$ cat config.mk
export PLATFORM = sky130hd
export DESIGN_NAME = mem_access_delay_fifo
export DESIGN_NICKNAME = d
export VERILOG_FILES = /design/src/rtl/mem_access_delay_fifo.sv
export SDC_FILE = /design/constraint.sdc
export NUM_CORES = 1
export LEC_CHECK = 0
export ABC_CLOCK_PERIOD_IN_PS = 18900
export CAP_MARGIN = 40
export CELL_PAD_IN_SITES_DETAIL_PLACEMENT = 1
export CELL_PAD_IN_SITES_GLOBAL_PLACEMENT = 2
export CORE_UTILIZATION = 49
export CTS_CLUSTER_SIZE = 28
export DETAILED_ROUTE_END_ITERATION = 6
export GPL_ROUTABILITY_DRIVEN = 1
export PLACE_DENSITY = 0.84
export SLEW_MARGIN = 15
export SYNTH_ARGS = -nofsm -noshare
export SYNTH_HDL_FRONTEND = slang
export SYNTH_SLANG_ARGS = --single-unit
$ cat constraint.sdc
create_clock -name clk -period 18.9 [get_ports clk]
set_input_delay 2.835 -clock clk [delete_from_list [all_inputs] [get_ports clk]]
set_output_delay 2.835 -clock clk [all_outputs]
set_load 0.03 [all_outputs]
$ cat src/rtl/mem_access_delay_fifo.sv
// Delay FIFO for memory accesses. Each entry carries an address, its enqueue
// time and a release time. The head is popped only once its release time is
// reached, and entries always leave in order.
module mem_access_delay_fifo #(
    parameter int unsigned ADDR_W   = 5,
    parameter int unsigned DEPTH    = 8,
    parameter int unsigned TIME_W   = 16,
    parameter int unsigned DELAY_W  = 10,
    parameter int unsigned AF_LEVEL = DEPTH - 2
) (
    input  logic                      clk,
    input  logic                      reset,
    input  logic                      stall_i,
    input  logic                      flush_i,
    input  logic                      i,
    input  logic [ADDR_W-1:0]         RAM_Addr_i,
    input  logic [DELAY_W-1:0]        Delay,
    input  logic [TIME_W-1:0]         count,
    input  logic                      o,
    output logic [ADDR_W-1:0]         RAM_Addr_o,
    output logic [TIME_W-1:0]         HeadInTime,
    output logic [TIME_W-1:0]         HeadOutTime,
    output logic                      ready_o,
    output logic                      empty,
    output logic                      full,
    output logic                      almost_full,
    output logic [$clog2(DEPTH):0]    level,
    output logic                      overflow,
    output logic                      early_pop
);

    localparam int unsigned PTR_W = $clog2(DEPTH);
    localparam int unsigned LVL_W = PTR_W + 1;

    logic [ADDR_W-1:0] r_mem_addr [DEPTH];
    logic [TIME_W-1:0] r_mem_in   [DEPTH];
    logic [TIME_W-1:0] r_mem_out  [DEPTH];

    logic [PTR_W-1:0]  r_wr_ptr;
    logic [PTR_W-1:0]  r_rd_ptr;
    logic [LVL_W-1:0]  r_level;
    logic              r_overflow;
    logic              r_early_pop;
    logic              r_armed;
    logic [ADDR_W-1:0] r_head_addr;
    logic [TIME_W-1:0] r_head_in;
    logic [TIME_W-1:0] r_head_out;

    logic [TIME_W-1:0] w_out_time;
    logic [TIME_W-1:0] w_age;
    logic              w_empty;
    logic              w_full;
    logic              w_ready;
    logic              w_go;
    logic              w_pop;
    logic              w_push;
    logic [PTR_W-1:0]  w_rd_nxt;
    logic [LVL_W-1:0]  w_lvl_after_pop;
    logic [LVL_W-1:0]  w_lvl_nxt;
    logic [ADDR_W-1:0] w_head_addr_nxt;
    logic [TIME_W-1:0] w_head_in_nxt;
    logic [TIME_W-1:0] w_head_out_nxt;

    // Occupancy, wrap-safe release compare and push/pop acceptance
    always_comb begin
        w_out_time      = count + TIME_W'(Delay);
        w_age           = count - r_head_out;
        w_empty         = (r_level == LVL_W'(0));
        w_full          = (r_level == LVL_W'(DEPTH));
        w_ready         = !w_empty && !w_age[TIME_W-1];
        w_go            = r_armed && !stall_i && !flush_i;
        w_pop           = w_go && o && w_ready;
        w_push          = w_go && i && (!w_full || w_pop);
        w_rd_nxt        = r_rd_ptr + PTR_W'(w_pop);
        w_lvl_after_pop = r_level - LVL_W'(w_pop);
        w_lvl_nxt       = w_lvl_after_pop + LVL_W'(w_push);
    end

    // Next head: bypass the incoming entry when it becomes head, else read storage
    always_comb begin
        w_head_addr_nxt = r_head_addr;
        w_head_in_nxt   = r_head_in;
        w_head_out_nxt  = r_head_out;
        if ((w_push || w_pop) && (w_lvl_nxt != LVL_W'(0))) begin
            if (w_lvl_after_pop == LVL_W'(0)) begin
                w_head_addr_nxt = RAM_Addr_i;
                w_head_in_nxt   = count;
                w_head_out_nxt  = w_out_time;
            end else begin
                w_head_addr_nxt = r_mem_addr[w_rd_nxt];
                w_head_in_nxt   = r_mem_in[w_rd_nxt];
                w_head_out_nxt  = r_mem_out[w_rd_nxt];
            end
        end
    end

    // Entry storage; contents are only read once written, so no reset needed
    always_ff @(posedge clk) begin
        if (w_push) begin
            r_mem_addr[r_wr_ptr] <= RAM_Addr_i;
            r_mem_in[r_wr_ptr]   <= count;
            r_mem_out[r_wr_ptr]  <= w_out_time;
        end
    end

    // Pointers, level, sticky error flags and registered head view
    always_ff @(posedge clk or negedge reset) begin
        if (!reset) begin
            r_wr_ptr    <= '0;
            r_rd_ptr    <= '0;
            r_level     <= '0;
            r_overflow  <= 1'b0;
            r_early_pop <= 1'b0;
            r_armed     <= 1'b0;
            r_head_addr <= '0;
            r_head_in   <= '0;
            r_head_out  <= '0;
        end else begin
            r_armed <= 1'b1;
            if (flush_i) begin
                r_wr_ptr    <= '0;
                r_rd_ptr    <= '0;
                r_level     <= '0;
                r_overflow  <= 1'b0;
                r_early_pop <= 1'b0;
            end else begin
                r_wr_ptr    <= r_wr_ptr + PTR_W'(w_push);
                r_rd_ptr    <= w_rd_nxt;
                r_level     <= w_lvl_nxt;
                r_head_addr <= w_head_addr_nxt;
                r_head_in   <= w_head_in_nxt;
                r_head_out  <= w_head_out_nxt;
                if (w_go && i && w_full && !w_pop) begin
                    r_overflow <= 1'b1;
                end
                if (w_go && o && !w_empty && !w_ready) begin
                    r_early_pop <= 1'b1;
                end
            end
        end
    end

    assign RAM_Addr_o  = r_head_addr;
    assign HeadInTime  = r_head_in;
    assign HeadOutTime = r_head_out;
    assign ready_o     = w_ready;
    assign empty       = w_empty;
    assign full        = w_full;
    assign almost_full = (r_level >= LVL_W'(AF_LEVEL));
    assign level       = r_level;
    assign overflow    = r_overflow;
    assign early_pop   = r_early_pop;

endmodule

# [After elaboration in Yosys (flattened, before gate mapping)]
# Memories as Yosys holds them, arrays and structs flattened.
# Cells that the tools add are included.
[word_totals] ff_bits=50 mem_bits_rw=296 input_bits=37 out_inout_bits=47 word_cells=60 mem_count=3
[classes] addsub=6 order_cmp=1 eq_ne=1 n_mux=12 n_bitwise=1 n_reduce_logical=27
[memory_table] memory="r_mem_in" depth=8 width=16 rd=1 rd_clocked_by_memory_dff=0 wr=1 line="36" rtl="logic [TIME_W-1:0] r_mem_in [DEPTH];"
[memory_table] memory="r_mem_out" depth=8 width=16 rd=1 rd_clocked_by_memory_dff=0 wr=1 line="37" rtl="logic [TIME_W-1:0] r_mem_out [DEPTH];"
[memory_table] memory="r_mem_addr" depth=8 width=5 rd=1 rd_clocked_by_memory_dff=0 wr=1 line="35" rtl="logic [ADDR_W-1:0] r_mem_addr [DEPTH];"
[ops] op="16-bit two-way mux" n=2
[ops] op="16-bit by 10-bit adder with 16-bit output" n=1
[ops] op="16-bit subtractor" n=1
[ops] op="1-bit logical AND" n=12
[ops] op="4-bit logical NOT" n=2
[ops] op="1-bit logical NOT" n=7
[ops] op="3-bit by 1-bit adder with 3-bit output" n=2
[ops] op="1-bit two-way mux" n=6
[ops] op="3-bit two-way mux" n=2
[ops] op="5-bit two-way mux" n=1
[ops] op="4-bit by 1-bit adder with 4-bit output" n=1
[ops] op="4-bit == test (second input constant)" n=1
[ops] op="4-bit by 3-bit greater-or-equal comparator with 1-bit output (second input constant)" n=1
[ops] op="4-bit two-way mux" n=1
[ops] op="2-bit nonzero test" n=2
[ops] op="4-bit nonzero test" n=1
[ops] op="4-bit by 1-bit subtractor with 4-bit output" n=1
[ops] op="1-bit logical OR" n=2
[ops] op="2-bit AND reduction" n=1
[ops] op="1-bit inverter" n=1

# [Logic depth before layout (Yosys ltp)]
# Gate-level depths: netlist (run 1).
[logic_depth] ltp_word=11 depth_mapped=17 depth_no_buf=15

# [Worst setup path after synthesis (run 1)]
# OpenSTA, ideal clock, no wires.
[synth_path] path_type="input port to flip-flop" start="input count[14]" end="memory r_mem_addr[2][0], enable pin" setup_time_ns=0.537 arrival_ns=8.046 t_required_ns=18.363 path_slack_ns=10.317 path_stages=8 n_path_buf=0 path_cell_list="ha_1 a21oi_1 o21ai_0 a211oi_1 o21ai_1 a21oi_2 o21bai_1 nor4b_1"
[synth_via] elab_chain_cells=8
[synth_lines] item="start: declaration" line="18" rtl="input logic [TIME_W-1:0] count,"
[synth_lines] item="16-bit subtractor" line="67" rtl="w_age = count - r_head_out;"
[synth_lines] item="1-bit logical NOT" line="70" rtl="w_ready = !w_empty && !w_age[TIME_W-1];"
[synth_lines] item="1-bit logical AND" line="70"
[synth_lines] item="1-bit logical AND" line="72" rtl="w_pop = w_go && o && w_ready;"
[synth_lines] item="1-bit logical OR" line="73" rtl="w_push = w_go && i && (!w_full || w_pop);"
[synth_lines] item="1-bit logical AND" line="73"
[synth_lines] item="1-bit two-way mux" line="99" rtl="if (w_push) begin"
[synth_lines] item="1-bit two-way mux (not written as such)" line="100" rtl="r_mem_addr[r_wr_ptr] <= RAM_Addr_i;"
[synth_lines] item="end: declaration" line="35"
# No other way between the ends.

# [Final worst setup path (run 1)]
[layout_path] start="input count[6]" end="output ready_o"
[layout_via] elab_chain_cells=3
[layout_lines] item="16-bit subtractor" line="67"
[layout_lines] item="1-bit logical NOT" line="70"
[layout_lines] item="1-bit logical AND" line="70"
[layout_lines] item="end: declaration" line="23" rtl="output logic ready_o,"
# No other way between the ends.

==> run_results.csv, run 1 <==
group,metric,value,unit
status,status,"complete, no violations",
detailed_routing,drc_errors,0,
global_routing,grtUsageTotal,23.89,%
cts,cts_tree,"built",
power,leakage,6.022,nW
global_routing,antenna_found_initial,0,
detailed_routing,dr.pass1.iters,5,
detailed_routing,drt_iter0_markers,540,
layout,final_nets,986,
sta,setup_viol,0,
cts,root_buffer,"clkbuf_16",
detailed_routing,routedWlPerCell,26.64,µm
cts,cts_resized,0,
logic_synthesis,ys_seq_elements,346,
placement,io_buffers,83,
setup_path,cpMaxStageDelayCell,"clkdlybuf4s50_1",
logic_synthesis,synth-main-ff-cell,"edfxtp_1",
floorplan,ios,84,
logic_synthesis,netlist_area,14630,µm²
setup_path,crit_chain,"clkdlybuf4s50_1, ha_1, a21oi_1, o21ai_0, a21oi_1, o21ai_1, and2_1, nor2_1, clkdlybuf4s50_1",
floorplan,dieArea,30550,µm²
power,p_per_area,103.3,nW/µm²
logic_synthesis,synth_cell_types,57,
logic_synthesis,synth-seq-area-share,69.31,%
placement,hpwl,20680,µm
setup_path,crit_family,"buffers and inverters",
placement,dp_worst_setup_slack,10.39,ns
floorplan,core-area,29010,µm²
sta,max_clock_freq,117.1,MHz
logic_synthesis,synthDominantCellAreaShare,60.75,%
logic_synthesis,synth_fp_nets,873,
global_routing,grt_overflow,0,
logic_synthesis,synthTopCellsByCount,"edfxtp_1, mux4_2, dfrtp_1, mux2i_1, a21oi_1",
floorplan,die_w,174.8,µm
floorplan,die_h,174.8,µm
logic_synthesis,synthTopCellsByArea,"edfxtp_1, mux4_2, dfrtp_1",
cts,cts_buffer_depth,3,
setup_path,start_kind,"primary input",
logic_synthesis,yosys.area.top_type,"edfxtp_1",
layout,antenna_cells,0,
cts,clk_pin_slew,0.06,ns
cts,cts_hold_repair.buffers,0,
setup_path,worstSetupEndpointType,"primary output",
logic_synthesis,synth_warnings,0,
flow_run,maxCapViolations,0,
sta,final.min_clock_period,8.540,ns
logic_synthesis,synth.most_common_cell,"edfxtp_1",
sta,setup_tns,0,ns
setup_path,crit_buf_inv,2,
logic_synthesis,synth_edf_count,296,
setup_path,slowest_delay,0.80,ns
cts,htree_levels,2,
sta,grt_setup_unrepaired,"no",
setup_path,cp.required,16.07,ns
global_routing,first_global_vias,8522,
global_routing,grt_pass1_wl,53320,µm
floorplan,floorplan.rows,62,
placement,place_congestion,0.8308,
hold_path,min-delay-path-class,"register to register",
sta,maxSlewViolCount,0,
setup_path,crit_type,"primary input to primary output",
detailed_routing,wl,35430,µm
detailed_routing,ant_nets,0,
cts,worst_skew_pair.late_latency,0.53,ns
sta,post-route-period-util,45.19,%
floorplan,start_util,50.43,%
setup_path,cp.arrival,5.71,ns
detailed_routing,vias,7795,
logic_synthesis,synth.avg_cell_area,18.22,µm²
sta,finClkSkew,0.01414,ns
logic_synthesis,netlist_instances,803,
sta,worst_pin_slew,0.8675,ns
power,vdd_drop_max,0.00006799,V
layout,fillers,2539,
cts,cts.sinks,346,
global_routing,grt_max_degree,63,
layout,area_growth,18.87,%
logic_synthesis,async_flop_share,14.45,%
sta,setup_slack,10.36,ns
setup_path,crit_fanout,11,
sta,finalHoldViolations,0,
detailed_routing,vias_per_cell,5.861,
sta,maxSlewHeadroom,41.75,%
layout,drive_gt1_share,23.26,%
cts,post_cts_buffers,0,
cts,cts_buffers,38,
## worst paths after layout
| check | depth (start not counted) | from | slack, ns | endpoint |
|---|---|---|---|---|
| max | 9 | count[6] | 10.36 | ready_o |
| min | 1 | HeadInTime[4]$_DFFE_PN0P_ | 0.51 | HeadInTime[4]$_DFFE_PN0P_ |
| max reg2reg | 16 | HeadOutTime[8]$_DFFE_PN0P_ | 14.09 | HeadOutTime[15]$_DFFE_PN0P_ |
| min reg2reg | 1 | HeadInTime[4]$_DFFE_PN0P_ | 0.51 | HeadInTime[4]$_DFFE_PN0P_ |
| max in group asynchronous | 3 | reset | 16.12 | HeadOutTime[12]$_DFFE_PN0P_ |
| min in group asynchronous | 2 | reset | 2.28 | RAM_Addr_o[1]$_DFFE_PN0P_ |
## cells in the final DEF, fill, tap and decap left out, types with 3 or more instances in the layout
master | synthesis | layout
a21o_1 | 4 | 4
mux4_2 | 74 | 74
o21a_1 | 4 | 4
mux2_4 | 17 | 17
xor2_1 | 5 | 4
and2_1 | 4 | 4
edfxtp_1 | 296 | 296
and4_1 | 3 | 3
nor2_1 | 20 | 18
nand3_1 | 5 | 5
clkbuf_4 | 0 | 4
nor4b_2 | 0 | 3
inv_1 | 28 | 28
nor3_1 | 4 | 3
nand2_1 | 27 | 27
o21ai_0 | 17 | 17
dfrtp_1 | 50 | 50
buf_16 | 0 | 5
mux2i_1 | 50 | 50
a21oi_1 | 36 | 36
mux2_2 | 7 | 7
nor2_2 | 20 | 20
clkbuf_1 | 13 | 10
buf_4 | 1 | 15
clkbuf_16 | 0 | 38
ha_1 | 32 | 30
xnor2_1 | 14 | 14
o21ai_1 | 3 | 3
a31oi_1 | 4 | 4
clkdlybuf4s50_1 | 0 | 82
nor2b_1 | 10 | 10
bufinv_16 | 0 | 5
clkinv_2 | 0 | 8
## sequential cells by signal, summed over array words and instances (netlist names)
| signal | count |
|---|---|
| level | 4 |
| r_rd_ptr | 3 |
| RAM_Addr_o | 5 |
| early_pop | 1 |
| HeadOutTime | 16 |
| r_wr_ptr | 3 |
| r_mem_in | 128 |
| r_mem_out | 128 |
| r_mem_addr | 40 |
| r_armed | 1 |
| overflow | 1 |
| HeadInTime | 16 |
## metal layers
layer	wire length [µm]	up-vias	track usage [%]
li1	-	3390	-
met1	14630	4157	31.16
met2	18520	200	42.28
met3	1461	48	2.872
met4	817	0	6.739
met5	0	-	0
## report_power, final
part           internal [W]  switching, W
Sequential         0.000856     0.0000128
Combinational     0.0000713      0.000111
Clock              0.000450      0.000296
## worst reg2reg max path, delay by kind of cell (launching register included)
kind / cells / cell delay, ns
AOI/OAI and AO/OA: 7 / 1.58
buffers and inverters: 2 / 0.84
adders and majority gates: 3 / 0.75
xor gates and xnor gates: 2 / 0.55
muxes: 1 / 0.45
DFF: 1 / 0.38
and+or+nand+nor: 1 / 0.14
## stage by stage
stage	cells	instance area [µm²]	total power [W]	utilization, %	hold WS (ns)
3_5_place_dp	1255	16070	0.001062	55.40	0.4965
2_1_floorplan	803	14630	0.0009782	-	0.6716
5_1_grt	1330	17390	0.001849	59.94	0.5374
3_3_place_gp	1250	15950	0.001052	54.99	0.4930
6_report	1330	17390	0.001797	59.94	0.5069
4_1_cts	1325	17330	0.001809	59.75	0.5128
## cells by family (layout without fill, tap and decap cells)
group | count (synthesis) | count (layout) | synth area share, %
AO/OA/AOI/OAI | 85 | 85 | 3.489
other | 1 | 1 | 0.02563
AND/OR/NAND/NOR | 108 | 108 | 3.926
multiplexers | 148 | 148 | 17.10
XOR/XNOR | 20 | 20 | 1.249
adder cells (fa/ha/maj) | 33 | 33 | 2.873
flip-flops | 346 | 346 | 69.31
buffers and inverters | 62 | 205 | 2.035
## layout make-up
class | instances | area [µm²] | share of cell area (%)
Clock inverter | 20 | 246.5 | 1.417
Inverter | 28 | 105.1 | 0.6043
Multi-Input combinational cell | 395 | 4298 | 24.71
Sequential cell | 346 | 10140 | 58.30
Tap cell | 384 | 480.5 | 2.763
Timing Repair Buffer | 107 | 1106 | 6.360
Clock buffer | 50 | 1016 | 5.842
Power figures use the tool's default switching activity.
==> run 2: changes to the inputs <==
--- a/config.mk
+++ b/config.mk
@@ -5,15 +5,15 @@
 export SDC_FILE = /design/constraint.sdc
 export NUM_CORES = 1
 export LEC_CHECK = 0
-export ABC_CLOCK_PERIOD_IN_PS = 18900
+export ABC_CLOCK_PERIOD_IN_PS = 8340
 export CAP_MARGIN = 40
 export CELL_PAD_IN_SITES_DETAIL_PLACEMENT = 1
 export CELL_PAD_IN_SITES_GLOBAL_PLACEMENT = 2
-export CORE_UTILIZATION = 49
+export CORE_UTILIZATION = 46
 export CTS_CLUSTER_SIZE = 28
 export DETAILED_ROUTE_END_ITERATION = 6
 export GPL_ROUTABILITY_DRIVEN = 1
-export PLACE_DENSITY = 0.84
+export PLACE_DENSITY = 0.79
 export SLEW_MARGIN = 15
 export SYNTH_ARGS = -nofsm -noshare
 export SYNTH_HDL_FRONTEND = slang
==> constraint.sdc (replaced) <==
create_clock -name clk -period 8.34 [get_ports clk]
set_input_delay 1.251 -clock clk [delete_from_list [all_inputs] [get_ports clk]]
set_output_delay 1.251 -clock clk [all_outputs]
set_load 0.03 [all_outputs]
==> run_results.csv, run 2 (synthesis gave the netlist of run 1 again) <==
group,metric,value,unit
layout,most-common-layout-cells,"edfxtp_1, clkdlybuf4s50_1, mux4_2, dfrtp_1, mux2i_1",
power,leakage,5.949,nW
global_routing,grtUsageTotal,22.48,%
placement,io_buffers,83,
global_routing,grt_max_degree,55,
sta,final.min_clock_period,5.818,ns
floorplan,floorplan.rows,64,
sta,maxSlewHeadroom,36.87,%
layout,layout_commonest_cell,"edfxtp_1",
floorplan,die_h,180.3,µm
floorplan,ios,84,
global_routing,grt_overflow,0,
floorplan,die_w,180.3,µm
placement,hpwl,21350,µm
cts,cts_buffers,37,
cts,root_buffer,"clkbuf_16",
cts,clk_pin_slew,0.06,ns
layout,area_growth,17.92,%
detailed_routing,wl,35400,µm
setup_path,crit_type,"primary input to register",
floorplan,dieArea,32520,µm²
sta,post-route-period-util,69.76,%
cts,cts_tree,"built",
placement,place_congestion,0.7949,
setup_path,worstSetupEndpointType,"register",
detailed_routing,drc_errors,0,
detailed_routing,drt_iter0_markers,541,
cts,cts.sinks,346,
setup_path,cp.arrival,6.22,ns
layout,antenna_cells,0,
setup_path,cp.required,8.74,ns
global_routing,first_global_vias,8504,
detailed_routing,dr.pass1.iters,5,
sta,finClkSkew,0.01066,ns
global_routing,antenna_found_initial,1,
sta,finalHoldViolations,0,
cts,cts_resized,0,
detailed_routing,routedWlPerCell,26.54,µm
setup_path,r2r_setup_slack,3.47,ns
global_routing,grt_pass1_wl,53760,µm
layout,reg.largest.list,"r_mem_in (128), r_mem_out (128), r_mem_addr (40)",
detailed_routing,ant_nets,0,
sta,setup_viol,0,
sta,grt_setup_unrepaired,"no",
sta,maxSlewViolCount,0,
power,vdd_drop_max,0.0001877,V
power,p_per_area,230.2,nW/µm²
hold_path,min-delay-path-class,"register to register",
sta,setup_tns,0,ns
sta,max_clock_freq,171.9,MHz
status,status,"complete, no violations",
setup_path,crit_fanout,15,
detailed_routing,vias_per_cell,5.816,
floorplan,start_util,47.33,%
layout,final_nets,982,
flow_run,maxCapViolations,0,
floorplan,core-area,30910,µm²
cts,cts_hold_repair.buffers,0,
layout,drive_gt1_share,22.28,%
setup_path,start_kind,"primary input",
cts,worst_skew_pair.late_latency,0.52,ns
detailed_routing,vias,7759,
sta,worst_pin_slew,0.9402,ns
cts,post_cts_buffers,0,
layout,utilization,55.81,%
cts,htree_levels,2,
cts,cts_buffer_depth,3,
## run 2: area by class of cell
class	count	area, µm²
multi-input cells	395	4298
flip-flops and latches	346	10140
well taps	396	495.5
inverters	28	105.1
repair buffers	104	1036
clock inverters	15	150.1
clock buffers	50	1027
fillers	2776	13660
## run 2: worst max-delay path: stages
cell	delay, ns
clkdlybuf4s50_1	0.77
ha_1	0.34
a21oi_1	0.15
o21ai_0	0.15
a211oi_1	0.25
o21ai_1	0.15
a21oi_2	0.41
ha_1	0.28
ha_1	0.17
xor2_1	0.32
nand3_1	0.14
xnor2_1	0.28
a21oi_1	0.16
o22ai_4	0.56
buf_4	0.43
mux2_2	0.38
## run 2: routing by layer
layer  GRT usage [%]  part of all wire [%]  vias up
met5               0                     0        -
met4           6.256                   2.4        0
met3           3.355                   4.4       54
met2           39.21                    51      174
met1           29.35                    42     4152
li1                -                     -     3379
## run 2: power by group
group          internal [W]  switching (W)  leakage, nW
clock network      0.000956       0.000644        0.574
registers           0.00194      0.0000316         3.29
logic              0.000156       0.000243         2.09
total               0.00305       0.000919         5.95
## run 2: through the flow
step | hold WS (ns) | instance area [µm²] | setup slack (ns) | power, W | cells
after floorplan | 0.6716 | 14630 | 1.341 | 0.002217 | 803
after global placement | 0.4863 | 15980 | 1.829 | 0.002387 | 1264
after detailed placement | 0.5002 | 16070 | 2.049 | 0.002407 | 1268
after CTS | 0.5138 | 17240 | 2.541 | 0.004013 | 1333
after global routing | 0.5221 | 17250 | 2.185 | 0.004100 | 1334
final | 0.5126 | 17250 | 2.522 | 0.003971 | 1334
## run 2: path summary, 6_finish.rpt
path	from	to	depth (start not counted)
min in group asynchronous	reset	HeadInTime[9]$_DFFE_PN0P_	2
worst max-delay path	count[14]	HeadOutTime[11]$_DFFE_PN0P_	16
worst min register to register	HeadInTime[14]$_DFFE_PN0P_	HeadInTime[14]$_DFFE_PN0P_	1
max in group asynchronous	reset	HeadOutTime[4]$_DFFE_PN0P_	2
worst max register to register	HeadOutTime[2]$_DFFE_PN0P_	HeadOutTime[11]$_DFFE_PN0P_	16
worst min-delay path	HeadInTime[14]$_DFFE_PN0P_	HeadInTime[14]$_DFFE_PN0P_	1
==> run 3: changes to the inputs <==
--- a/config.mk
+++ b/config.mk
@@ -5,15 +5,15 @@
 export SDC_FILE = /design/constraint.sdc
 export NUM_CORES = 1
 export LEC_CHECK = 0
-export ABC_CLOCK_PERIOD_IN_PS = 8340
+export ABC_CLOCK_PERIOD_IN_PS = 5100
 export CAP_MARGIN = 40
 export CELL_PAD_IN_SITES_DETAIL_PLACEMENT = 1
 export CELL_PAD_IN_SITES_GLOBAL_PLACEMENT = 2
-export CORE_UTILIZATION = 46
+export CORE_UTILIZATION = 41
 export CTS_CLUSTER_SIZE = 28
 export DETAILED_ROUTE_END_ITERATION = 6
 export GPL_ROUTABILITY_DRIVEN = 1
-export PLACE_DENSITY = 0.79
+export PLACE_DENSITY = 0.74
 export SLEW_MARGIN = 15
 export SYNTH_ARGS = -nofsm -noshare
 export SYNTH_HDL_FRONTEND = slang
==> constraint.sdc (replaced) <==
create_clock -name clk -period 5.1 [get_ports clk]
set_input_delay 0.765 -clock clk [delete_from_list [all_inputs] [get_ports clk]]
set_output_delay 0.765 -clock clk [all_outputs]
set_load 0.03 [all_outputs]
==> run_results.csv, run 3 (synthesis gave the netlist of run 1 again) <==
group,metric,value,unit
layout,most-common-layout-cells,"edfxtp_1, clkdlybuf4s50_1, mux4_2, dfrtp_1, mux2i_1",
floorplan,dieArea,36440,µm²
setup_path,cp.arrival,4.56,ns
sta,setup_viol,0,
layout,final_nets,1007,
global_routing,grt_max_degree,51,
layout,area_growth,20.89,%
cts,htree_levels,2,
floorplan,ios,84,
global_routing,antenna_found_initial,0,
cts,clk_pin_slew,0.06,ns
floorplan,die_h,190.9,µm
setup_path,crit_fanout,21,
setup_path,crit_type,"primary input to register",
cts,cts_resized,0,
power,p_per_area,366.1,nW/µm²
floorplan,core-area,34800,µm²
global_routing,grt_pass1_wl,53710,µm
power,leakage,6.113,nW
setup_path,timing.rr.end,"HeadOutTime[15]$_DFFE_PN0P_",
sta,post-route-period-util,81.67,%
cts,cts_hold_repair.buffers,0,
power,seq_power_share,49.8,%
layout,reg.largest.list,"r_mem_in (128), r_mem_out (128), r_mem_addr (40)",
setup_path,worstSetupEndpointType,"register",
detailed_routing,vias_per_cell,5.413,
cts,post_cts_buffers,0,
detailed_routing,routedWlPerCell,25.32,µm
floorplan,die_w,190.9,µm
sta,final.min_clock_period,4.165,ns
flow_run,maxCapViolations,0,
placement,io_buffers,83,
layout,layout_commonest_cell,"edfxtp_1",
cts,worst_skew_pair.late_latency,0.52,ns
detailed_routing,wl,35980,µm
setup_path,start_kind,"primary input",
global_routing,grt_overflow,0,
setup_path,cp.required,5.50,ns
power,p_int,0.004946,W
layout,drive_gt1_share,24.43,%
layout,utilization,50.83,%
detailed_routing,dr.pass1.iters,5,
global_routing,first_global_vias,8363,
sta,worst_pin_slew,0.8337,ns
cts,root_buffer,"clkbuf_16",
detailed_routing,drc_errors,0,
detailed_routing,vias,7692,
sta,finClkSkew,0.01073,ns
setup_path,rr_worst_depth,16,
sta,maxSlewHeadroom,44.02,%
layout,antenna_cells,0,
hold_path,min-delay-path-class,"primary input to async pin",
power,swShare,23.61,%
power,p_clk_share,40.0,%
cts,cts_buffer_depth,3,
cts,cts_tree,"built",
sta,maxSlewViolCount,0,
placement,place_congestion,0.7616,
setup_path,r2r_setup_slack,1.16,ns
sta,max_clock_freq,240.1,MHz
floorplan,floorplan.rows,68,
cts,cts_buffers,39,
sta,grt_setup_unrepaired,"no",
power,power,0.006475,W
setup_path,r2r-start,"HeadOutTime[1]$_DFFE_PN0P_",
detailed_routing,ant_nets,0,
power,vdd_drop_max,0.0002079,V
detailed_routing,drt_iter0_markers,496,
global_routing,grtUsageTotal,20.41,%
status,status,"complete, no violations",
power,p_sw,0.001529,W
cts,cts.sinks,346,
floorplan,start_util,42.04,%
sta,finalHoldViolations,0,
sta,setup_tns,0,ns
power,p_comb_share,10.1,%
placement,hpwl,22000,µm
run 3: worst max-delay path by stage:
stage	startpoint	end	slack [ns]	cells after the start
3_5_place_dp	count[9]	HeadOutTime[15]$_DFFE_PN0P_	0.40	16
4_1_cts	count[9]	HeadOutTime[15]$_DFFE_PN0P_	0.92	16
3_3_place_gp	count[14]	HeadOutTime[11]$_DFFE_PN0P_	0.48	16
2_1_floorplan	count[14]	r_mem_addr[4][0]$_DFFE_PP_	-1.40	8
6_report	count[6]	HeadOutTime[15]$_DFFE_PN0P_	0.94	16
5_1_grt	count[2]	HeadOutTime[11]$_DFFE_PN0P_	0.67	16
run 3: layer usage:
| layer | GRT usage (%) | vias up | routed length [µm] |
|---|---|---|---|
| met3 | 2.497 | 49 | 1406 |
| li1 | - | 3437 | - |
| met4 | 5.908 | 0 | 822 |
| met5 | 0 | - | 0 |
| met1 | 27.86 | 4036 | 15950 |
| met2 | 34.32 | 170 | 17800 |
run 3: critical path, cell delays in order:
cell and delay, ns:
clkdlybuf4s50_1 0.50, ha_1 0.36, a21oi_1 0.14, o21ai_0 0.11, a21oi_1 0.32, o21ai_1 0.16
a21oi_2 0.18, ha_1 0.20, ha_1 0.17, xor2_1 0.29, nand3_1 0.14, xnor2_1 0.23
a21oi_1 0.14, o22ai_4 0.24, buf_12 0.25, mux2_2 0.35
run 3: metrics by stage:
stage | cells | hold WS, ns | worst slack [ns] | area, µm²
after floorplan | 803 | 0.4694 | -1.404 | 14640
after global placement | 1350 | 0.4912 | 0.4772 | 16490
after detailed placement | 1350 | 0.4988 | 0.3992 | 16490
after CTS | 1420 | 0.4596 | 0.9245 | 17670
after global routing | 1421 | 0.2327 | 0.6673 | 17690
final | 1421 | 0.2158 | 0.9350 | 17690
run 3: cell type report:
class                   instances  area, µm²
clock buffers                  47       1006
clock inverters                23      168.9
fillers                      3223      17110
inverters                      28      105.1
multi-input cells             395       4317
flip-flops and latches        346      10140
well taps                     455      569.3
repair buffers                127       1381
run 3: power by group through the flow:
stage | Combinational, W | Clock [W] | Sequential [W]
floorplan | 0.000261 | 0 | 0.00336
global placement | 0.000646 | 0 | 0.00329
detailed placement | 0.000660 | 0 | 0.00329
CTS | 0.000664 | 0.00265 | 0.00323
global route | 0.000715 | 0.00275 | 0.00323
finish | 0.000656 | 0.00259 | 0.00323
==> edit 1 (config.mk and constraints of run 1) <==
Set the parameter `DELAY_W` to 5 (it was 10).
--- a/src/rtl/mem_access_delay_fifo.sv
+++ b/src/rtl/mem_access_delay_fifo.sv
@@ -7,3 +7,3 @@
     parameter int unsigned TIME_W   = 16,
-    parameter int unsigned DELAY_W  = 10,
+    parameter int unsigned DELAY_W  = 5,
     parameter int unsigned AF_LEVEL = DEPTH - 2
Interface: changed (resized Delay); port bits go from 84 to 79. The function was not compared with the original's and may differ.
==> edit 1 against run 1 <==
Wire length down 6.6%; worst hold slack improved by 0.0045 ns; synthesized area fell by 1.3%; power is 6.5% lower; sequential cell count unchanged; final area decreased by 2.4%; synthesized cell count fell by 2.0%; setup slack worse by 0.22 ns; count of clock-buffer cells in the layout shrank 8; register-to-register slack worse by 0.19 ns.
==> edit 1: results (changes against run 1) <==
- Tightest Hold Check Type: flip-flop to flip-flop
- share of cell area taken by multi-input logic gates: 0.242, -0.00466
- routed vias/inst: 5.85, -0.24%
- clock network area share: 0.0658, -0.00676
- adder and majority cell fraction of the synthesized area: 0.0248, -0.00395
- Max IR drop VDD: 77.7 uV, +14%
- Post-DP HPWL: 18.8 mm, -9.0%
- Post-Route Skew: 0.0124 ns, -0.00172 ns
- drt pass-1 iters: 5, unchanged
- I/O Buffers: 78, -6.0%
- GR Layer Usage met1: 0.316, +0.00401
- max incr delay on CP: 0.84 ns, +0.04 ns
- global-route wire length before repair: 51.4 mm, -3.6%
- power density cells: 99.0 nW/um^2, -4.2%
- filler cell count: 2564, +0.98%
- FF+latch count: 346, unchanged
- Worst R2R Path Depth: 20, +4
- CP Max Fanout: 14, +3
- Inserted Clock Buffers: 36, -5.3%
- Non-clk invs: 27, -3.6%
- share of cells above drive strength 1: 0.208, -0.0243
- wire length on met2: 16.6 mm, -10%
- NonClk Buf Share: 0.0600, -0.00359
- count of hold-fix buffers inserted at cts: 0, unchanged
- Clock Buffer Count: 42, -16%
- GRT met2 Usage: 0.384, -0.0391
- maximum number of pins on one net before global-route repair: 74, +17%
- number of design-rule violations left by the first detailed-router iteration: 579, +7.2%
- switching share of power: 0.231, -0.00240
- run status: completed
- grt met3 use: 0.0309, +0.00220
- post-synthesis mux area share: 0.174, +0.00306
- Leak: 5.93 nW, -1.5%
- worst path arrival time: 5.92 ns, +0.21 ns
- worst slew pin tran: 0.884 ns, +0.0162 ns
- count of non-CTS buffers in the layout: 99, -7.5%
- xor and xnor area share after synthesis: 0.0133, +0.000860
- share of the yosys chip area belonging to registers: 0.702, +0.00925
- clock network power share: 0.396, -0.019
- Multi-input comb cells: 379, -4.1%
- weighted congestion at the end of routability-driven global placement: 0.759, -8.7%
- routed length on met1: 14.5 mm, -0.59%
- Unique masters post-synth: 50, -12%
- number of nets in the layout: 949, -3.8%
- power attributed to combinational cells: 0.153 mW, -16%
- net count after synthesis: 847, -3.0%
- compound-gate portion of the synthesized area: 0.0286, -0.00629
- via count of the first global-routing pass: 8506, -0.19%
- dominant cells by area after synthesis: edfxtp_1 (62%), mux4_2 (12%), dfrtp_1 (8.7%)
- aggregate global-route resource usage: 0.229, -0.0104
## edit 1: cell types whose count changed after synthesis, moves of 4 or more
cell | before | now
nor2_2 | 20 | 0
a21oi_1 | 36 | 22
o21ai_0 | 17 | 29
nor2_1 | 20 | 28
nand2_1 | 27 | 34
clkbuf_1 | 13 | 19
nor4_1 | 2 | 8
ha_1 | 32 | 27
a31oi_1 | 4 | 0
nand4_1 | 0 | 4
## edit 1: metrics by stage
step	cells	setup slack [ns]	utilization	instance area, um^2	hold WS [ns]
6_report	1301	10.14	0.588	17000	0.511
5_1_grt	1301	9.94	0.588	17000	0.530
4_1_cts	1297	10.15	0.586	16900	0.511
3_5_place_dp	1231	10.14	0.547	15800	0.494
3_3_place_gp	1229	10.30	0.545	15700	0.487
2_1_floorplan	787	10.39	-	14400	0.554
## edit 1: worst paths after layout
| path | to | slack [ns] | from |
|---|---|---|---|
| worst max-delay path | ready_o | 10.14 | count[6] |
| worst min-delay path | RAM_Addr_o[0] | 0.51 | RAM_Addr_o[0] |
| worst max register to register | HeadOutTime[0] | 13.90 | HeadOutTime[6] |
| worst min register to register | RAM_Addr_o[0] | 0.51 | RAM_Addr_o[0] |
| max in group asynchronous | level[1] | 16.05 | reset |
| min in group asynchronous | HeadInTime[3] | 2.32 | reset |
## edit 1: worst register-to-register path, stage by stage (launching register included)
cell	delay (ns)
dfrtp_1	0.38
inv_1	0.08
ha_1	0.30
a21oi_1	0.17
o21ai_0	0.10
a21oi_1	0.33
o41ai_2	0.15
nor2_1	0.18
xnor2_1	0.15
nor2_1	0.34
ha_1	0.32
inv_1	0.13
ha_1	0.22
ha_1	0.18
xor2_1	0.21
xnor2_1	0.17
nor3b_1	0.40
a221oi_2	0.13
o211ai_1	0.15
buf_4	0.42
mux2_2	0.41
==> edit 2 (flow settings as in run 1) <==
Without the edit above. Register the output `level` once more, cleared by the reset; this adds one clock of latency there. The other outputs are not delayed to match. Comments in the files are not updated.
--- a/src/rtl/mem_access_delay_fifo.sv
+++ b/src/rtl/mem_access_delay_fifo.sv
@@ -149,3 +149,9 @@
     assign almost_full = (r_level >= LVL_W'(AF_LEVEL));
-    assign level       = r_level;
+    always_ff @(posedge clk or negedge reset) begin
+        if (!reset) begin
+            level <= '0;
+        end else begin
+            level <= r_level;
+        end
+    end
     assign overflow    = r_overflow;
Check against the original RTL: not equivalent (Yosys sat finds a counterexample within 4 cycles, from zero or initial values and one cycle with reset low).
==> edit 2 against run 1 <==
Synthesized cell count up 5.1%; final area grew 0.40%; setup slack got worse by 0.081 ns; first-iteration DRC count shrank 2.2%; sequential cell count up 4; sequential share of layout area up 0.34 points; power increased by 2.0%; wire length is 0.74% lower; synthesized area is 0.21% higher; critical endpoint unchanged; largest cell class unchanged; largest power group unchanged; highest routed layer unchanged.
==> edit 2: results (changes against run 1) <==
- net count after synthesis: 914, +4.7%
- aggregate global-route resource usage: 0.238, -0.00143
- antenna violations before repair: 0, unchanged
- drt pass-1 iters: 5, unchanged
- Unique masters post-synth: 56, -1.8%
- Post-DP HPWL: 20.3 mm, -2.0%
- capture point of the worst reg-to-reg path: HeadInTime[2]
- filler cell count: 2581, +1.7%
- Leak: 6.19 nW, +2.9%
- CP Max Fanout: 15, +4
- number of nets in the layout: 1024, +3.9%
- MaxCap Viol Count: 0, unchanged
- Root Driver: clkbuf_16
- number of enable-type register cells in the synthesized netlist: 296, unchanged
- async set-reset flop share out of synthesis: 0.154, +0.00978
- area post-placement: 16100 um^2, +0.26%
- maximum number of buffers from clock root to sink: 3, unchanged
- worst path arrival time: 5.79 ns, +0.08 ns
- worst setup slack before clock tree synthesis: 10.30 ns, -0.0921 ns
- maximum number of pins on one net before global-route repair: 60, -4.8%
- total routed wirelength: 35.2 mm, -0.74%
- dominant cells by area after synthesis: edfxtp_1 (61%), mux4_2 (11%), dfrtp_1 (9.2%)
- DR vias: 8015, +2.8%
- number of setup violations in the final report: 0, unchanged
- Post-synth top cells: edfxtp_1 (296), nand2_1 (86), mux4_2 (74)
- number of design-rule violations left by the first detailed-router iteration: 528, -2.2%
- Post-CTS Resized: 0, unchanged
- launch point of the worst path: count[10]
- global-route wire length before repair: 53.5 mm, +0.29%
- max incr delay on CP: 0.85 ns, +0.05 ns
- Max IR drop VDD: 72.9 uV, +7.2%
- share of the yosys chip area belonging to registers: 0.698, +0.00535
- RR Startpoint: HeadOutTime[12]
- postcts setup bufs: 0, unchanged
- weighted congestion at the end of routability-driven global placement: 0.738, -11%
- Tightest Hold Check Type: flip-flop to flip-flop
- share of cells above drive strength 1: 0.207, -0.0252
- Cells after DPL: 1298, +3.4%
- capturing instance or port of the critical path: ready_o
- clock-pin slew on the worst setup and hold paths: 0.06 ns, about the same
- registers with the most flip-flops: r_mem_in: 128 flops, r_mem_out: 128 flops, r_mem_addr: 40 flops
- number of cells produced by synthesis: 844, +5.1%
- run status: completed
- number of non-filler instances in the completed layout: 1368, +2.9%
- Inserted Clock Buffers: 38, unchanged
- Post-Route Skew: 0.0197 ns, +0.00557 ns
- I/O Buffers: 83, unchanged
- insertion delay to the later sink of the worst-skew pair: 0.52 ns
- DRC violation count after routing: 0, unchanged
- via count of the first global-routing pass: 8824, +3.5%
- Critical Path Slowest Stage Cell: clkdlybuf4s50_1
- reg2reg setup slack: 14.22 ns, +0.13 ns
- worst slew pin tran: 0.848 ns, -0.0199 ns
- share of the clock period used by the worst path: 0.456, +0.00426
edit 2: how the worst min path moves through the flow:
stage	start	to	slack, ns	depth (start not counted)
floorplan	r_level[0]	level[0]	0.38	0
global placement	r_level[0]	level[0]	0.39	0
detailed placement	r_level[0]	level[0]	0.39	0
CTS	r_level[0]	level[0]	0.41	0
global route	r_level[0]	level[0]	0.43	0
finish	r_level[0]	level[0]	0.41	0
edit 2: routing by layer:
| metal | vias to the layer above | global-route usage | part of all wire |
|---|---|---|---|
| li1 | 3512 | - | - |
| met1 | 4244 | 0.311 | 0.41 |
| met2 | 214 | 0.414 | 0.52 |
| met3 | 45 | 0.0305 | 0.043 |
| met4 | 0 | 0.0750 | 0.022 |
| met5 | - | 0 | 0 |
edit 2: cells by family after synthesis:
family | after synthesis | synth area share
flip-flops | 350 | 0.698
AO/OA/AOI/OAI | 88 | 0.0389
XOR/XNOR | 20 | 0.0125
buffers and inverters | 66 | 0.0211
other | 1 | 0.000256
AND/OR/NAND/NOR | 172 | 0.0532
multiplexers | 114 | 0.147
adder cells (fa/ha/maj) | 33 | 0.0287
edit 2: area by class of cell:
| cell class | instances | area (um^2) | area share |
|---|---|---|---|
| Sequential cell | 350 | 10200 | 0.586 |
| Multi-Input combinational cell | 428 | 4220 | 0.242 |
| Clock buffer | 56 | 1150 | 0.0660 |
| Timing Repair Buffer | 107 | 1060 | 0.0608 |
| Tap cell | 384 | 480 | 0.0275 |
| Clock inverter | 14 | 195 | 0.0112 |
| Inverter | 29 | 109 | 0.00623 |
edit 2: power breakdown:
group	switching, mW	total (mW)	internal [mW]
clock network	0.297	0.788	0.491
registers	0.0114	0.875	0.864
logic	0.104	0.171	0.0671
edit 2: stage by stage:
step | power [mW] | hold WS [ns]
after floorplan | 0.982 | 0.375
after global placement | 1.05 | 0.395
after detailed placement | 1.06 | 0.390
after CTS | 1.85 | 0.412
after global routing | 1.89 | 0.427
final | 1.83 | 0.409
